==> config.mk <==
export PLATFORM = sky130hd
export DESIGN_NAME = pwm_period_gen
export DESIGN_NICKNAME = d
export VERILOG_FILES = /design/src/rtl/pwm_pkg.sv /design/src/rtl/pwm_deadband.sv /design/src/rtl/pwm_period_gen.sv
export SDC_FILE = /design/constraint.sdc
export NUM_CORES = 1
export LEC_CHECK = 0
export CAP_MARGIN = 20
export CORE_MARGIN = 2
export CORE_UTILIZATION = 61
export DETAILED_ROUTE_END_ITERATION = 10
export PLACE_DENSITY = 0.95
export SETUP_SLACK_MARGIN = 0.5
export SKIP_LAST_GASP = 1
export SYNTH_ARGS = -nofsm -noshare
export SYNTH_HDL_FRONTEND = slang
export SYNTH_HIERARCHICAL = 1
export SYNTH_SLANG_ARGS = --single-unit
==> constraint.sdc <==
create_clock -name clk -period 12.4 [get_ports clk]
set_input_delay 3.72 -clock clk [delete_from_list [all_inputs] [get_ports clk]]
set_output_delay 3.72 -clock clk [all_outputs]
set_load 0.01 [all_outputs]
==> src/rtl/pwm_pkg.sv <==
// Shared constants for the single-channel PWM generator.
//   CNT_W_DEF  : default counter / CYCLE / DUTY width (matches the 28-bit PIO out_port)
//   DEAD_W_DEF : default dead-time counter width
//   ST_*       : controller state encodings
package pwm_pkg;

  localparam int unsigned CNT_W_DEF  = 28;
  localparam int unsigned DEAD_W_DEF = 8;

  localparam int unsigned ST_W = 2;

  localparam logic [ST_W-1:0] ST_IDLE = 2'd0;
  localparam logic [ST_W-1:0] ST_LOAD = 2'd1;
  localparam logic [ST_W-1:0] ST_RUN  = 2'd2;

endpackage : pwm_pkg

==> src/rtl/pwm_deadband.sv <==
// Dead-time insertion for a complementary PWM pair.
// Each output rises dead_in ticks after the raw edge that enables it and
// drops at once on the opposite raw edge, so pwm_hi and pwm_lo never overlap.
// A raw phase shorter than dead_in never lets its output rise.
// Ports:
//   clk, reset_n : clock, asynchronous active-low reset
//   active       : generator running; when low both outputs are held low
//   raw          : undelayed PWM level
//   dead_in      : dead-time in ticks
//   pwm_hi       : delayed high-side output (registered)
//   pwm_lo       : delayed low-side output (registered)
module pwm_deadband
  import pwm_pkg::*;
#(
  parameter int unsigned DEAD_W = DEAD_W_DEF
) (
  input  logic              clk,
  input  logic              reset_n,
  input  logic              active,
  input  logic              raw,
  input  logic [DEAD_W-1:0] dead_in,
  output logic              pwm_hi,
  output logic              pwm_lo
);

  logic              raw_q;
  logic [DEAD_W-1:0] tmr;
  logic [DEAD_W-1:0] rem_c;

  // Remaining dead ticks for this tick: reload on any raw edge.
  always_comb begin
    rem_c = tmr;
    if (raw != raw_q) rem_c = dead_in;
  end

  always_ff @(posedge clk or negedge reset_n) begin
    if (!reset_n) begin
      raw_q  <= 1'b0;
      tmr    <= '0;
      pwm_hi <= 1'b0;
      pwm_lo <= 1'b0;
    end else if (!active) begin
      raw_q  <= 1'b0;
      tmr    <= '0;
      pwm_hi <= 1'b0;
      pwm_lo <= 1'b0;
    end else begin
      raw_q  <= raw;
      tmr    <= (rem_c == '0) ? '0 : rem_c - DEAD_W'(1);
      pwm_hi <= raw && (rem_c == '0);
      pwm_lo <= !raw && (rem_c == '0);
    end
  end

endmodule : pwm_deadband

==> src/rtl/pwm_period_gen.sv <==
// Single-channel PWM generator with double-buffered CYCLE/DUTY registers.
// New CYCLE/DUTY values are taken only at a period boundary (glitch-free).
// Optional feature macro: PWM_DEADTIME_EN adds dead_in / pwm_n_out and a
// dead-time stage on the complementary pair.
// Ports:
//   clk, reset_n  : clock, asynchronous active-low reset
//   enable        : run request (level)
//   cycle_in      : period in clk ticks
//   duty_in       : high time in clk ticks
//   dead_in       : dead-time in ticks (PWM_DEADTIME_EN only)
//   pwm_out       : PWM output, one cycle behind cnt_out
//   pwm_n_out     : complementary output (PWM_DEADTIME_EN only)
//   period_strobe : high while cnt_out is on the last tick of a period
//   cnt_out       : current period counter
module pwm_period_gen
  import pwm_pkg::*;
#(
  parameter int unsigned CNT_W = CNT_W_DEF
`ifdef PWM_DEADTIME_EN
  ,
  parameter int unsigned DEAD_W = DEAD_W_DEF
`endif
) (
  input  logic             clk,
  input  logic             reset_n,
  input  logic             enable,
  input  logic [CNT_W-1:0] cycle_in,
  input  logic [CNT_W-1:0] duty_in,
`ifdef PWM_DEADTIME_EN
  input  logic [DEAD_W-1:0] dead_in,
  output logic              pwm_n_out,
`endif
  output logic             pwm_out,
  output logic             period_strobe,
  output logic [CNT_W-1:0] cnt_out
);

  logic [ST_W-1:0]  state, state_nxt;
  logic [CNT_W-1:0] cnt, cnt_nxt;
  logic [CNT_W-1:0] cyc_sh, cyc_nxt;
  logic [CNT_W-1:0] duty_sh, duty_nxt;
  logic             strobe_nxt;
  logic             active_c;
  logic             raw_c;

  // Next-state, counter and shadow-register logic.
  always_comb begin
    state_nxt = state;
    cnt_nxt   = cnt;
    cyc_nxt   = cyc_sh;
    duty_nxt  = duty_sh;
    case (state)
      ST_IDLE: begin
        cnt_nxt = '0;
        if (enable) state_nxt = ST_LOAD;
      end
      ST_LOAD: begin
        cyc_nxt   = cycle_in;
        duty_nxt  = duty_in;
        cnt_nxt   = '0;
        state_nxt = ST_RUN;
      end
      ST_RUN: begin
        if (!enable) begin
          state_nxt = ST_IDLE;
          cnt_nxt   = '0;
        end else if ((cyc_sh == '0) || (cnt == cyc_sh - CNT_W'(1))) begin
          // Zero period reloads every cycle so a new CYCLE starts promptly.
          cnt_nxt  = '0;
          cyc_nxt  = cycle_in;
          duty_nxt = duty_in;
        end else begin
          cnt_nxt = cnt + CNT_W'(1);
        end
      end
      default: begin
        state_nxt = ST_IDLE;
        cnt_nxt   = '0;
      end
    endcase
    // Strobe is registered but lined up with the last tick of the period.
    strobe_nxt = (state_nxt == ST_RUN) && (cyc_nxt != '0) &&
                 (cnt_nxt == cyc_nxt - CNT_W'(1));
  end

  // Raw PWM level for the current tick; dropped at once when enable falls.
  assign active_c = (state == ST_RUN) && enable && (cyc_sh != '0);
  assign raw_c    = active_c && (cnt < duty_sh);

  always_ff @(posedge clk or negedge reset_n) begin
    if (!reset_n) begin
      state         <= ST_IDLE;
      cnt           <= '0;
      cyc_sh        <= '0;
      duty_sh       <= '0;
      period_strobe <= 1'b0;
    end else begin
      state         <= state_nxt;
      cnt           <= cnt_nxt;
      cyc_sh        <= cyc_nxt;
      duty_sh       <= duty_nxt;
      period_strobe <= strobe_nxt;
    end
  end

  assign cnt_out = cnt;

`ifdef PWM_DEADTIME_EN
  pwm_deadband #(
    .DEAD_W (DEAD_W)
  ) u_deadband (
    .clk     (clk),
    .reset_n (reset_n),
    .active  (active_c),
    .raw     (raw_c),
    .dead_in (dead_in),
    .pwm_hi  (pwm_out),
    .pwm_lo  (pwm_n_out)
  );
`else
  always_ff @(posedge clk or negedge reset_n) begin
    if (!reset_n) pwm_out <= 1'b0;
    else          pwm_out <= raw_c;
  end
`endif

endmodule : pwm_period_gen

Yosys cells after proc, flatten, opt, wreduce, memory -nomap -nowiden
Cells that the tools add are included.
{"block": "classes", "add_sub_neg": 3, "reduce_logical": 12, "magnitude_cmp": 1, "muxes": 12, "n_eq_ne": 7}
{"cell": "two-way mux 28 bit", "count": 7}
{"cell": "case mux 28 bit (2 select lines)", "count": 2}
{"cell": "== test 28 bit", "count": 2}
{"cell": "nonzero test 28 bit", "count": 2}
{"cell": "subtractor 28 x 1 -> 28 bit, second input constant", "count": 2}
{"cell": "adder 28 x 1 -> 28 bit, second input constant", "count": 1}
{"cell": "zero test 28 bit", "count": 1}
{"cell": "< comparator 28 bit", "count": 1}
{"cell": "case mux 2 bit (3 select lines)", "count": 1}
{"cell": "logical AND 1 bit", "count": 5}
{"cell": "== test 2 bit, second input constant", "count": 2}
{"cell": "two-way mux 2 bit", "count": 2}
{"cell": "inequality test 2 bit, second input constant", "count": 2}
{"cell": "AND reduction 3 bit", "count": 1}
{"cell": "== test 2 x 1 -> 1 bit, second input constant", "count": 1}
{"cell": "zero test 2 bit", "count": 1}
{"cell": "nonzero test 2 bit", "count": 1}
{"cell": "logical OR 1 bit", "count": 1}
{"block": "totals", "out_inout_bits": 30, "word_cells": 41, "inputBits": 59, "reg_bits": 88}

Logic depth before layout (Yosys ltp)
Gate-level depths: netlist (run 1).
{"block": "depth", "depth_word": 9, "mapped_depth": 21, "mapped_depth_nobuf": 19}

Least setup slack after synthesis (run 1)
OpenSTA, ideal clock, no wires.
{"block": "synth_path", "kind": "input port to flip-flop", "start": "in enable", "end": "reg period_strobe", "path_stages": 15, "slack_ns": 5.662, "path_buffers": 2, "required_time_ns": 12.304, "setup_time_ns": 0.096, "arrival_ns": 6.642, "path_cell_list": "clkbuf_1 nand2_1 nor2_1 o21a_1 a21o_1 buf_2 a22oi_4 inv_2 nor4_4 nand2_2 or3_1 a2111o_1 a2111oi_2 nand4_1 nor4_2"}
{"block": "synth_via", "elab_chain_len": 5, "elab_cells_between_ends": 13, "cone_classes": "add/sub (1); eq/ne (2); mux (7); reduce/logical (3)"}
{"item": "from (decl)", "line": "pwm_period_gen.sv:26", "source": "input logic enable,"}
{"item": "two-way mux 28 bit (*)", "line": "pwm_period_gen.sv:64", "source": "if (!enable) begin"}
{"item": "case mux 28 bit (2 select lines) (*)", "line": "pwm_period_gen.sv:52", "source": "case (state)"}
{"item": "named net cyc_nxt[1]", "line": "pwm_period_gen.sv:40", "source": "logic [CNT_W-1:0] cyc_sh, cyc_nxt;"}
{"item": "subtractor 28 x 1 -> 28 bit / nonzero test 28 bit (equally long branches)", "line": "pwm_period_gen.sv:83, pwm_period_gen.sv:82"}
{"item": "== test 28 bit / logical AND 1 bit (equally long branches)", "line": "pwm_period_gen.sv:83, pwm_period_gen.sv:82"}
{"item": "logical AND 1 bit (*)", "line": "pwm_period_gen.sv:82", "source": "strobe_nxt = (state_nxt == ST_RUN) && (cyc_nxt != '0) &&"}
{"item": "named net strobe_nxt", "line": "pwm_period_gen.sv:42", "source": "logic strobe_nxt;"}
{"item": "to (signal assigned)", "line": "pwm_period_gen.sv:102", "source": "period_strobe <= strobe_nxt;"}
{"item": "to (decl)", "line": "pwm_period_gen.sv:34", "source": "output logic period_strobe,"}
The timed path passes the listed nets; every way through them passes the cells marked *.
A chain may end at the register's enable or synchronous reset.

Final worst setup path (run 1)
{"block": "layout_path", "start": "in enable", "end": "reg period_strobe"}
{"block": "layout_via", "elab_chain_len": 5, "elab_cells_between_ends": 13, "cone_classes": "add/sub (1); eq/ne (2); mux (7); reduce/logical (3)"}
{"item": "two-way mux 28 bit, or another cell as far along", "line": "pwm_period_gen.sv:64"}
{"item": "case mux 28 bit (2 select lines) / case mux 2 bit (3 select lines) (equally long branches)", "line": "pwm_period_gen.sv:52"}
{"item": "subtractor 28 x 1 -> 28 bit, or another cell as far along", "line": "pwm_period_gen.sv:83", "source": "(cnt_nxt == cyc_nxt - CNT_W'(1));"}
{"item": "== test 28 bit / logical AND 1 bit (equally long branches)", "line": "pwm_period_gen.sv:83, pwm_period_gen.sv:82"}
{"item": "logical AND 1 bit (*)", "line": "pwm_period_gen.sv:82"}
{"item": "named net strobe_nxt", "line": "pwm_period_gen.sv:42"}
Marked as above.

==> results of run 1 <==
==> power groups by stage <==
stage / Combinational (mW) / Sequential [mW] / Clock [mW]
global placement: 1.32 / 0.479 / 0
floorplan: 1.10 / 0.451 / 0
detailed placement: 1.36 / 0.486 / 0
finish: 1.39 / 0.483 / 0.184
CTS: 1.37 / 0.480 / 0.186
global route: 1.52 / 0.498 / 0.200
==> layer usage <==
metal | global-route usage (%) | vias up
li1 | - | 2897
met1 | 39.64 | 2899
met2 | 52.66 | 281
met3 | 6.754 | 62
met4 | 11.30 | 0
met5 | 0 | -
==> cells by family after synthesis <==
| kind of cell | Yosys count | share of synthesized area [%] |
|---|---|---|
| compound gates | 148 | 16.31 |
| xor+xnor | 87 | 11.29 |
| fa+ha+maj | 35 | 6.487 |
| buf+inv | 79 | 4.689 |
| flops | 88 | 32.62 |
| mux | 35 | 5.728 |
| simple gates | 282 | 22.87 |
==> how the worst max path moves through the flow <==
stage,from,to,depth (start not counted)
detailed placement,enable,period_strobe,15
global route,enable,period_strobe,15
finish,enable,period_strobe,15
floorplan,enable,period_strobe,15
CTS,enable,period_strobe,15
global placement,enable,period_strobe,15
==> through the flow <==
step           hold WS (ns)  cell area, um^2
6_report             0.5092             7898
5_1_grt              0.5210             7898
4_1_cts              0.5127             7898
3_5_place_dp         0.4932             7727
3_3_place_gp         0.4879             7727
2_1_floorplan        0.4794             6750
==> layout make-up <==
class / instances / area (um^2)
multi-input cells: 587 / 4247
fillers: 830 / 2943
repair buffers: 90 / 893.4
inverters: 56 / 210.2
flip-flops and latches: 88 / 2202
clock inverters: 6 / 46.29
well taps: 140 / 175.2
clock buffers: 9 / 123.9
==> cells in the mapped netlist, types with 5 or more instances <==
cell | instances | area, um^2
nor2_1 | 78 | 292.8
ha_1 | 35 | 437.9
or4_1 | 7 | 52.55
dfrtp_1 | 88 | 2202
and3_1 | 14 | 87.58
a22oi_1 | 5 | 37.54
nand2_1 | 36 | 135.1
o21ai_0 | 23 | 115.1
a22o_1 | 19 | 166.4
nand2b_1 | 13 | 81.33
nand3b_1 | 5 | 37.54
o22ai_1 | 9 | 56.30
clkbuf_1 | 18 | 67.56
a31oi_1 | 6 | 37.54
a21o_1 | 11 | 82.58
inv_1 | 54 | 202.7
nor2b_1 | 8 | 50.05
mux2i_1 | 6 | 60.06
xor2_1 | 35 | 306.5
nor4_1 | 17 | 106.4
or2_2 | 5 | 31.28
or3_1 | 7 | 43.79
nand3_1 | 26 | 130.1
xnor2_1 | 52 | 455.4
and2_1 | 8 | 50.05
mux2_2 | 29 | 326.6
nand4_1 | 13 | 81.33
a21oi_1 | 22 | 110.1
nor3_1 | 21 | 105.1
a211oi_1 | 7 | 52.55
==> registers in the layout, indices dropped and copies added (netlist names) <==
register       cells
cnt_out           28
cyc_sh            28
duty_sh           28
period_strobe      1
pwm_out            1
state              2
==> critical path: stages <==
cell             delay [ns]
clkdlybuf4s50_1        0.61
nand2_1                0.20
nor2_1                 0.06
o21a_1                 0.19
a21o_1                 0.46
a22oi_4                0.36
ha_1                   0.23
inv_1                  0.10
nor3_1                 0.46
nand3_1                0.51
or2_2                  0.48
xnor2_1                0.13
a211oi_1               0.25
o22ai_1                0.12
nor4_2                 0.29
==> results.py, run 1 <==
metrics = {
    "drt": {
        "wl_met2_mm": 8.606,
        "first_pass_iters": 5,
        "wl_met1_mm": 7.195,
        "post_drt_wl_per_cell_um": 18.31,
        "wl_mm": 17.87,
        "final_antenna_net_count": 0,
        "drt_iter0_drc": 671,
        "dr_wl_met3_mm": 1.420,
        "viasPerCell": 6.290,
        "remaining_drc_errors": 0,
        "topRoutingLayerUsed": "met4",
        "vias": 6139,
    },
    "timing": {
        "hold_violations": 0,
        "setup_ws_ns": 4.524,
        "worstMarginPinSlew_ns": 1.015,
        "fin_setup_tns_ns": 0,
        "finalSetupViolations": 0,
        "post-route-period-util_pct": 63.52,
        "period_needed_ns": 7.876,
        "max-slew-margin-rel_pct": 32.35,
        "grt_setup_unrepaired": "no",
        "fin_skew_ns": 0.01581,
        "timing.fmax_mhz": 127.0,
        "finalMaxSlewViolations": 0,
    },
    "worst_setup_path": {
        "reg2reg_slack_ns": 5.62,
        "worst_setup_path_end_kind": "register",
        "cp.arrival_ns": 8.16,
        "path_class": "input port to register",
        "reg2reg_from": "cyc_sh[1]",
        "reg2reg_depth": 17,
        "rr_endpoint": "period_strobe",
        "cp.required_ns": 12.68,
        "cp-start-kind": "input port",
        "worstPathMaxFanout": 23,
    },
    "finish": {
        "layout.cells.most_common": "dfrtp_1",
        "n_antenna_cell": 0,
        "area_growth_pct": 17.00,
        "utilization_pct": 72.85,
        "nets": 926,
        "fin_cells": 976,
        "drive_gt1_share_pct": 8.732,
        "most-common-layout-cells": "dfrtp_1 (88), clkdlybuf4s50_1 (87), nor2_1 (78)",
    },
    "clock_network": {
        "htreeDepth": 3,
        "hold_buffers": 0,
        "cts_setup_buffers": 0,
        "path_clk_slew_ns": 0.10,
        "ctsResizeCount": 0,
        "cts_buffers": 9,
        "clock_latency_ns": 0.37,
        "clockBufferDepth": 2,
        "cts_tree": "built",
        "cts.sinks": 88,
        "clock-root-buffer": "clkbuf_8",
    },
    "pwr": {
        "p_total_mw": 2.057,
        "p_comb_share_pct": 67.6,
        "p_sw_mw": 1.034,
        "leakage_nw": 3.445,
        "power_density_mw_per_mm2": 260.5,
        "p_clk_share_pct": 8.9,
        "p_seq_share_pct": 23.5,
        "vdd_ir_drop_max_v": 0.0001323,
        "switching_share_pct": 50.29,
        "internal_power_mw": 1.022,
    },
    "placed_design": {
        "pre_cts_slack_ns": 4.247,
        "portBuffers": 88,
        "place_congestion": 0.9498,
        "dp_cells": 961,
        "dpl.hpwl_mm": 13.87,
    },
    "synthesis": {
        "syn_nets": 848,
        "synth_top_flop_cell": "dfrtp_1",
        "yosysWarnings": 6,
        "syn_inst": 754,
        "synthArstFlopShare_pct": 100.0,
        "ys_seq_area_share_pct": 32.62,
        "ys_ff_latch": 88,
        "synth.distinct_cells": 73,
        "synth-edff-count": 0,
        "avgSynthCellArea_um2": 8.953,
        "syn_area_mm2": 0.006750,
    },
    "die": {
        "fp.dieH_um": 109.2,
        "dieArea_mm2": 0.01192,
        "fp-row-count": 38,
        "start_util_pct": 62.27,
        "core_mm2": 0.01084,
        "io_pins": 89,
        "die_w_um": 109.2,
    },
    "grt": {
        "antenna_found_initial": 0,
        "grt_usage_pct": 31.28,
        "grt_pass1_wl_mm": 28.69,
        "gr-total-overflow": 0,
        "grt_max_degree": 62,
        "grt_pass1_vias": 5926,
    },
    "min_path": {
        "hold_end": "duty_sh[12]",
        "hold_path_depth": 1,
        "hold_path_class": "register to register",
        "worstHoldStart": "duty_sh[12]",
    },
    "run": {
        "max_cap_viol_count": 0,
    },
    "outcome": {
        "outcome": "completed",
    },
}
Note: power is estimated with default switching activity, not from simulation.
==> inputs of run 2 (changes only) <==
CORE_UTILIZATION = 57   (was 61)
PLACE_DENSITY = 0.94   (was 0.95)
clock period = 8 ns   (was 12.4 ns; I/O delays follow)
==> run 2 against run 1 <==
Against the previous run: die area increased by 6.8%; design area increased by 2.7%; total power increased by 68%; worst setup slack got worse by 3.2 ns; cell count increased by 0.51%; clock skew decreased by 0.0079 ns; clock power increased to 2.9 times the previous value; global-route usage decreased by 1.3 points; sequential share of layout area decreased by 0.72 points; worst hold slack got worse by 0.0051 ns; highest routed layer unchanged.
==> results.py, run 2 (synthesis gave the netlist of run 1 again) <==
metrics = {
    "grt": {
        "grt_pass1_wl_mm": 30.09,
        "grt_pass1_vias": 6106,
        "grt_usage_pct": 29.93,
        "met2_usage_pct": 49.26,
        "gr-total-overflow": 0,
        "grt.busiest_layer": "met2",
        "grt_use_met1_pct": 38.69,
        "grtUsageMet3_pct": 5.570,
        "grt_max_degree": 58,
        "antenna_found_initial": 0,
    },
    "clock_network": {
        "cts_setup_buffers": 0,
        "path_clk_slew_ns": 0.07,
        "clock-root-buffer": "clkbuf_16",
        "clock_latency_ns": 0.36,
        "cts.sinks": 88,
        "cts_buffers": 9,
        "hold_buffers": 0,
        "ctsResizeCount": 0,
        "htreeDepth": 3,
        "cts_tree": "built",
        "clockBufferDepth": 2,
    },
    "worst_setup_path": {
        "worstPathMaxFanout": 23,
        "slowest_stage": "clkdlybuf4s50_1",
        "cp.required_ns": 8.26,
        "cp-start-kind": "input port",
        "path_class": "input port to register",
        "crit_chain": "clkdlybuf4s50_1 > nand2_1 > nor2_1 > o21a_1 > a21o_1 > a22oi_4 > ha_1 > inv_1 > nor3_1 > nand3_1 > or2_2 > xnor2_1 > a211oi_1 > o22ai_1 > nor4_2",
        "slowest_delay_ns": 0.62,
        "worst_setup_path_end_kind": "register",
        "cp.arrival_ns": 6.97,
    },
    "timing": {
        "grt_setup_unrepaired": "no",
        "post-route-period-util_pct": 83.96,
        "finalMaxSlewViolations": 0,
        "finalSetupViolations": 0,
        "max-slew-margin-rel_pct": 32.40,
        "hold_violations": 0,
        "fin_setup_tns_ns": 0,
        "timing.fmax_mhz": 148.9,
        "fin_skew_ns": 0.007933,
        "whs_ns": 0.5041,
        "worstMarginPinSlew_ns": 1.014,
        "period_needed_ns": 6.716,
    },
    "drt": {
        "remaining_drc_errors": 0,
        "viasPerCell": 6.356,
        "post_drt_wl_per_cell_um": 18.89,
        "drt_iter0_drc": 572,
        "wl_mm": 18.54,
        "final_antenna_net_count": 0,
        "first_pass_iters": 5,
        "vias": 6235,
    },
    "die": {
        "fp-row-count": 39,
        "dieArea_mm2": 0.01273,
        "fp.dieH_um": 112.8,
        "core_mm2": 0.01147,
        "io_pins": 89,
        "die_w_um": 112.8,
        "start_util_pct": 58.87,
    },
    "finish": {
        "n_antenna_cell": 0,
        "nets": 927,
        "drive_gt1_share_pct": 8.950,
        "area_growth_pct": 20.11,
        "layout.cells.most_common": "dfrtp_1",
        "nFillCells": 818,
        "most-common-layout-cells": "dfrtp_1 (88), clkdlybuf4s50_1 (87), nor2_1 (78)",
    },
    "min_path": {
        "hold_path_class": "register to register",
    },
    "pwr": {
        "leakage_nw": 3.545,
        "vdd_ir_drop_max_v": 0.0002525,
        "power_density_mw_per_mm2": 427.1,
    },
    "placed_design": {
        "place_congestion": 0.9483,
        "dpl.hpwl_mm": 13.91,
        "portBuffers": 88,
    },
    "outcome": {
        "outcome": "completed",
    },
    "run": {
        "max_cap_viol_count": 0,
    },
}
==> run 2: changes by cell type in the layout (fill, tap and decap cells not counted), sizes merged <==
cell      change
buf           +1
clkbuf        +1
clkinvlp      -1
inv           -1
bufinv        +4
clkinv        -2
==> run 2: layout make-up <==
cell class	instances	area, um^2	area share (%)
Clock buffer	10	239.0	2.948
Clock inverter	6	130.1	1.605
Inverter	56	210.2	2.593
Multi-Input combinational cell	587	4247	52.38
Sequential cell	88	2202	27.16
Tap cell	143	178.9	2.207
Timing Repair Buffer	91	900.9	11.11
==> run 2: power breakdown <==
| group | leakage, nW | total [mW] | switching [mW] | internal, mW |
|---|---|---|---|---|
| registers | 1.14 | 0.750 | 0.158 | 0.593 |
| logic | 2.22 | 2.18 | 1.30 | 0.887 |
| clock network | 0.182 | 0.529 | 0.185 | 0.344 |
| total | 3.55 | 3.46 | 1.64 | 1.82 |
==> run 2: path summary, 6_finish.rpt <==
path / start / endpoint / slack (ns) / cells past startpoint
setup reg to reg: cyc_sh[4] / period_strobe / 1.37 / 17
hold reg to reg: duty_sh[16] / duty_sh[16] / 0.50 / 1
hold / removal: duty_sh[16] / duty_sh[16] / 0.50 / 1
setup / recovery: enable / period_strobe / 1.28 / 15
min in group asynchronous: reset_n / duty_sh[24] / 1.99 / 1
max in group asynchronous: reset_n / cnt_out[3] / 4.94 / 2
==> run 2: worst max-delay path, delay by kind of cell <==
kind,cells,cell delay (ns)
AO/OA/AOI/OAI,5,1.38
adder cells (fa/ha/maj),1,0.23
buffers and inverters,2,0.72
XOR/XNOR,1,0.13
AND/OR/NAND/NOR,6,2.09
==> run 2: through the flow <==
step | instance area, um^2 | utilization (%) | total power [mW] | instances | worst slack (ns)
floorplan | 6750 | - | 2.396 | 754 | 2.582
global placement | 7739 | 67.49 | 2.807 | 965 | 1.288
detailed placement | 7739 | 67.49 | 2.864 | 965 | 1.039
CTS | 8108 | 70.70 | 3.419 | 981 | 1.382
global route | 8108 | 70.70 | 3.704 | 981 | 0.8225
finish | 8108 | 70.70 | 3.463 | 981 | 1.284
==> run 2: per-layer routing <==
metal | up-vias | wire length (um)
li1 | 2893 | -
met1 | 2958 | 7696
met2 | 311 | 8808
met3 | 73 | 1339
met4 | 0 | 691
met5 | - | 0
==> inputs of run 3 (changes only) <==
clock period = 6.4 ns   (was 8 ns; I/O delays follow)
==> run 3 against run 2 <==
Against the previous run: non-clock buffer count grew 16; combinational power rose by 34%; sequential power up 25%; highest routed layer unchanged; sequential share of layout area decreased by 0.24 points; global-route usage increased by 0.96 points; clock power grew 3%.
==> results.py, run 3 (synthesis gave the netlist of run 1 again) <==
metrics = {
    "timing": {
        "worstMarginPinSlew_ns": 1.012,
        "max-slew-margin-rel_pct": 32.51,
        "hold_violations": 0,
        "period_needed_ns": 5.736,
        "setup_ws_ns": 0.6640,
        "post-route-period-util_pct": 89.63,
        "fin_skew_ns": 0.009541,
        "finalMaxSlewViolations": 0,
        "fin_setup_tns_ns": 0,
        "whs_ns": 0.5020,
        "timing.fmax_mhz": 174.3,
        "finalSetupViolations": 0,
        "grt_setup_unrepaired": "no",
    },
    "pwr": {
        "power_density_mw_per_mm2": 539.4,
        "vdd_ir_drop_max_v": 0.0002914,
        "leakage_nw": 3.590,
        "p_sw_mw": 2.124,
        "p_total_mw": 4.411,
        "switching_share_pct": 48.14,
        "p_seq_share_pct": 21.3,
        "p_clk_share_pct": 12.4,
        "p_comb_share_pct": 66.3,
        "internal_power_mw": 2.288,
    },
    "clock_network": {
        "htreeDepth": 3,
        "cts_buffers": 9,
        "cts.sinks": 88,
        "clockBufferDepth": 2,
        "clock-root-buffer": "clkbuf_16",
        "cts_tree": "built",
        "path_clk_slew_ns": 0.07,
        "clock_latency_ns": 0.35,
    },
    "drt": {
        "post_drt_wl_per_cell_um": 19.47,
        "drt_iter0_drc": 737,
        "wl_mm": 19.41,
        "vias": 6347,
        "final_antenna_net_count": 0,
        "first_pass_iters": 6,
        "remaining_drc_errors": 0,
        "viasPerCell": 6.366,
    },
    "placed_design": {
        "dpl.hpwl_mm": 14.44,
        "portBuffers": 88,
        "pre_cts_slack_ns": 0.4136,
        "dpl-instance-area_mm2": 0.007836,
        "place_congestion": 1.021,
        "dp_cells": 978,
    },
    "grt": {
        "grt_usage_pct": 30.89,
        "grt_pass1_wl_mm": 31.11,
        "gr-total-overflow": 0,
        "grt_max_degree": 55,
        "grt_pass1_vias": 6062,
        "antenna_found_initial": 0,
    },
    "finish": {
        "utilization_pct": 71.33,
        "area_growth_pct": 21.17,
        "n_antenna_cell": 0,
        "layout.cells.most_common": "dfrtp_1",
        "fin_cells": 997,
        "most-common-layout-cells": "dfrtp_1 (88), clkdlybuf4s50_1 (87), nor2_1 (78)",
        "drive_gt1_share_pct": 10.66,
        "nFillCells": 846,
        "stdcell_area_mm2": 0.008179,
        "nets": 943,
    },
    "die": {
        "fp-row-count": 39,
        "dieArea_mm2": 0.01273,
        "io_pins": 89,
        "die_w_um": 112.8,
        "fp.dieH_um": 112.8,
        "start_util_pct": 58.87,
        "core_mm2": 0.01147,
    },
    "worst_setup_path": {
        "worstPathMaxFanout": 13,
        "path_class": "register to register",
        "cp-start-kind": "register",
        "cp-startpoint": "cyc_sh[8]",
        "reg2reg_depth": 18,
        "crit_cells": 18,
        "slowest_delay_ns": 0.53,
        "crit_buf_inv": 3,
        "slowest_stage": "nor4_1",
        "crit_chain": "nor4_1 > nand4b_1 > buf_4 > a2bb2oi_1 > a211o_1 > o22ai_1 > nor4b_4 > buf_4 > a21o_2 > buf_4 > a22o_1 > nor4_4 > nand2_2 > or3_1 > a2111o_1 > a2111oi_2 > nand4_1 > nor4_2",
        "crit_family": "simple AND/OR/NAND/NOR gates",
        "reg2reg_slack_ns": 0.66,
        "rr_endpoint": "period_strobe",
        "cp.required_ns": 6.66,
        "worst_setup_path_end_kind": "register",
        "crit_top_cell": "buf_4",
        "reg2reg_from": "cyc_sh[8]",
        "cp.arrival_ns": 6.00,
    },
    "min_path": {
        "hold_path_depth": 1,
        "hold_path_class": "register to register",
        "hold_end": "duty_sh[13]",
        "worstHoldStart": "duty_sh[13]",
    },
    "outcome": {
        "outcome": "completed",
    },
    "run": {
        "max_cap_viol_count": 0,
    },
}
-- run 3: worst register-to-register path, stage by stage (launching register included) --
cell and delay [ns]:
dfrtp_1 0.45, nor4_1 0.53, nand4b_1 0.35, buf_4 0.29
a2bb2oi_1 0.15, a211o_1 0.22, o22ai_1 0.45, nor4b_4 0.10
buf_4 0.20, a21o_2 0.34, buf_4 0.23, a22o_1 0.32
nor4_4 0.52, nand2_2 0.12, or3_1 0.36, a2111o_1 0.46
a2111oi_2 0.24, nand4_1 0.16, nor4_2 0.15
-- run 3: worst max-delay path by stage --
| stage | endpoint | slack (ns) |
|---|---|---|
| 2_1_floorplan | period_strobe | 1.16 |
| 3_3_place_gp | period_strobe | 0.59 |
| 3_5_place_dp | period_strobe | 0.41 |
| 4_1_cts | period_strobe | 0.53 |
| 5_1_grt | period_strobe | 0.50 |
| 6_report | period_strobe | 0.66 |
-- run 3: area by class of cell --
class                   instances  area, um^2  share of cell area [%]
repair buffers                107        1021                   12.48
flip-flops and latches         88        2202                   26.92
clock buffers                  13       260.3                   3.182
inverters                      56       210.2                   2.570
well taps                     143       178.9                   2.188
multi-input cells             587        4267                   52.16
clock inverters                 3       40.04                  0.4895
-- run 3: power by group through the flow --
stage               Clock [mW]  Combinational, mW  Sequential, mW
finish                   0.547               2.93           0.939
global placement             0               2.72           0.930
global route             0.580               3.15           0.967
floorplan                    0               2.12           0.873
detailed placement           0               2.77           0.941
CTS                      0.549               2.83           0.932
-- run 3: per-layer routing --
metal	routed length [um]	share of wire, %	GRT usage (%)	up-vias
li1	-	-	-	2924
met1	8041	41	42.38	3053
met2	9212	47	49.46	323
met3	1675	8.6	5.785	47
met4	483	2.5	10.49	0
met5	0	0	0	-
-- run 3: what timing repair did --
item / in CTS / in global routing
setup buffers: 2 / 1
resized for setup: 1 / 3
gates cloned: 0 / 0
pin swaps: 1 / 1
setup endpoints to repair: 1 / 1
hold buffers: 0 / 0
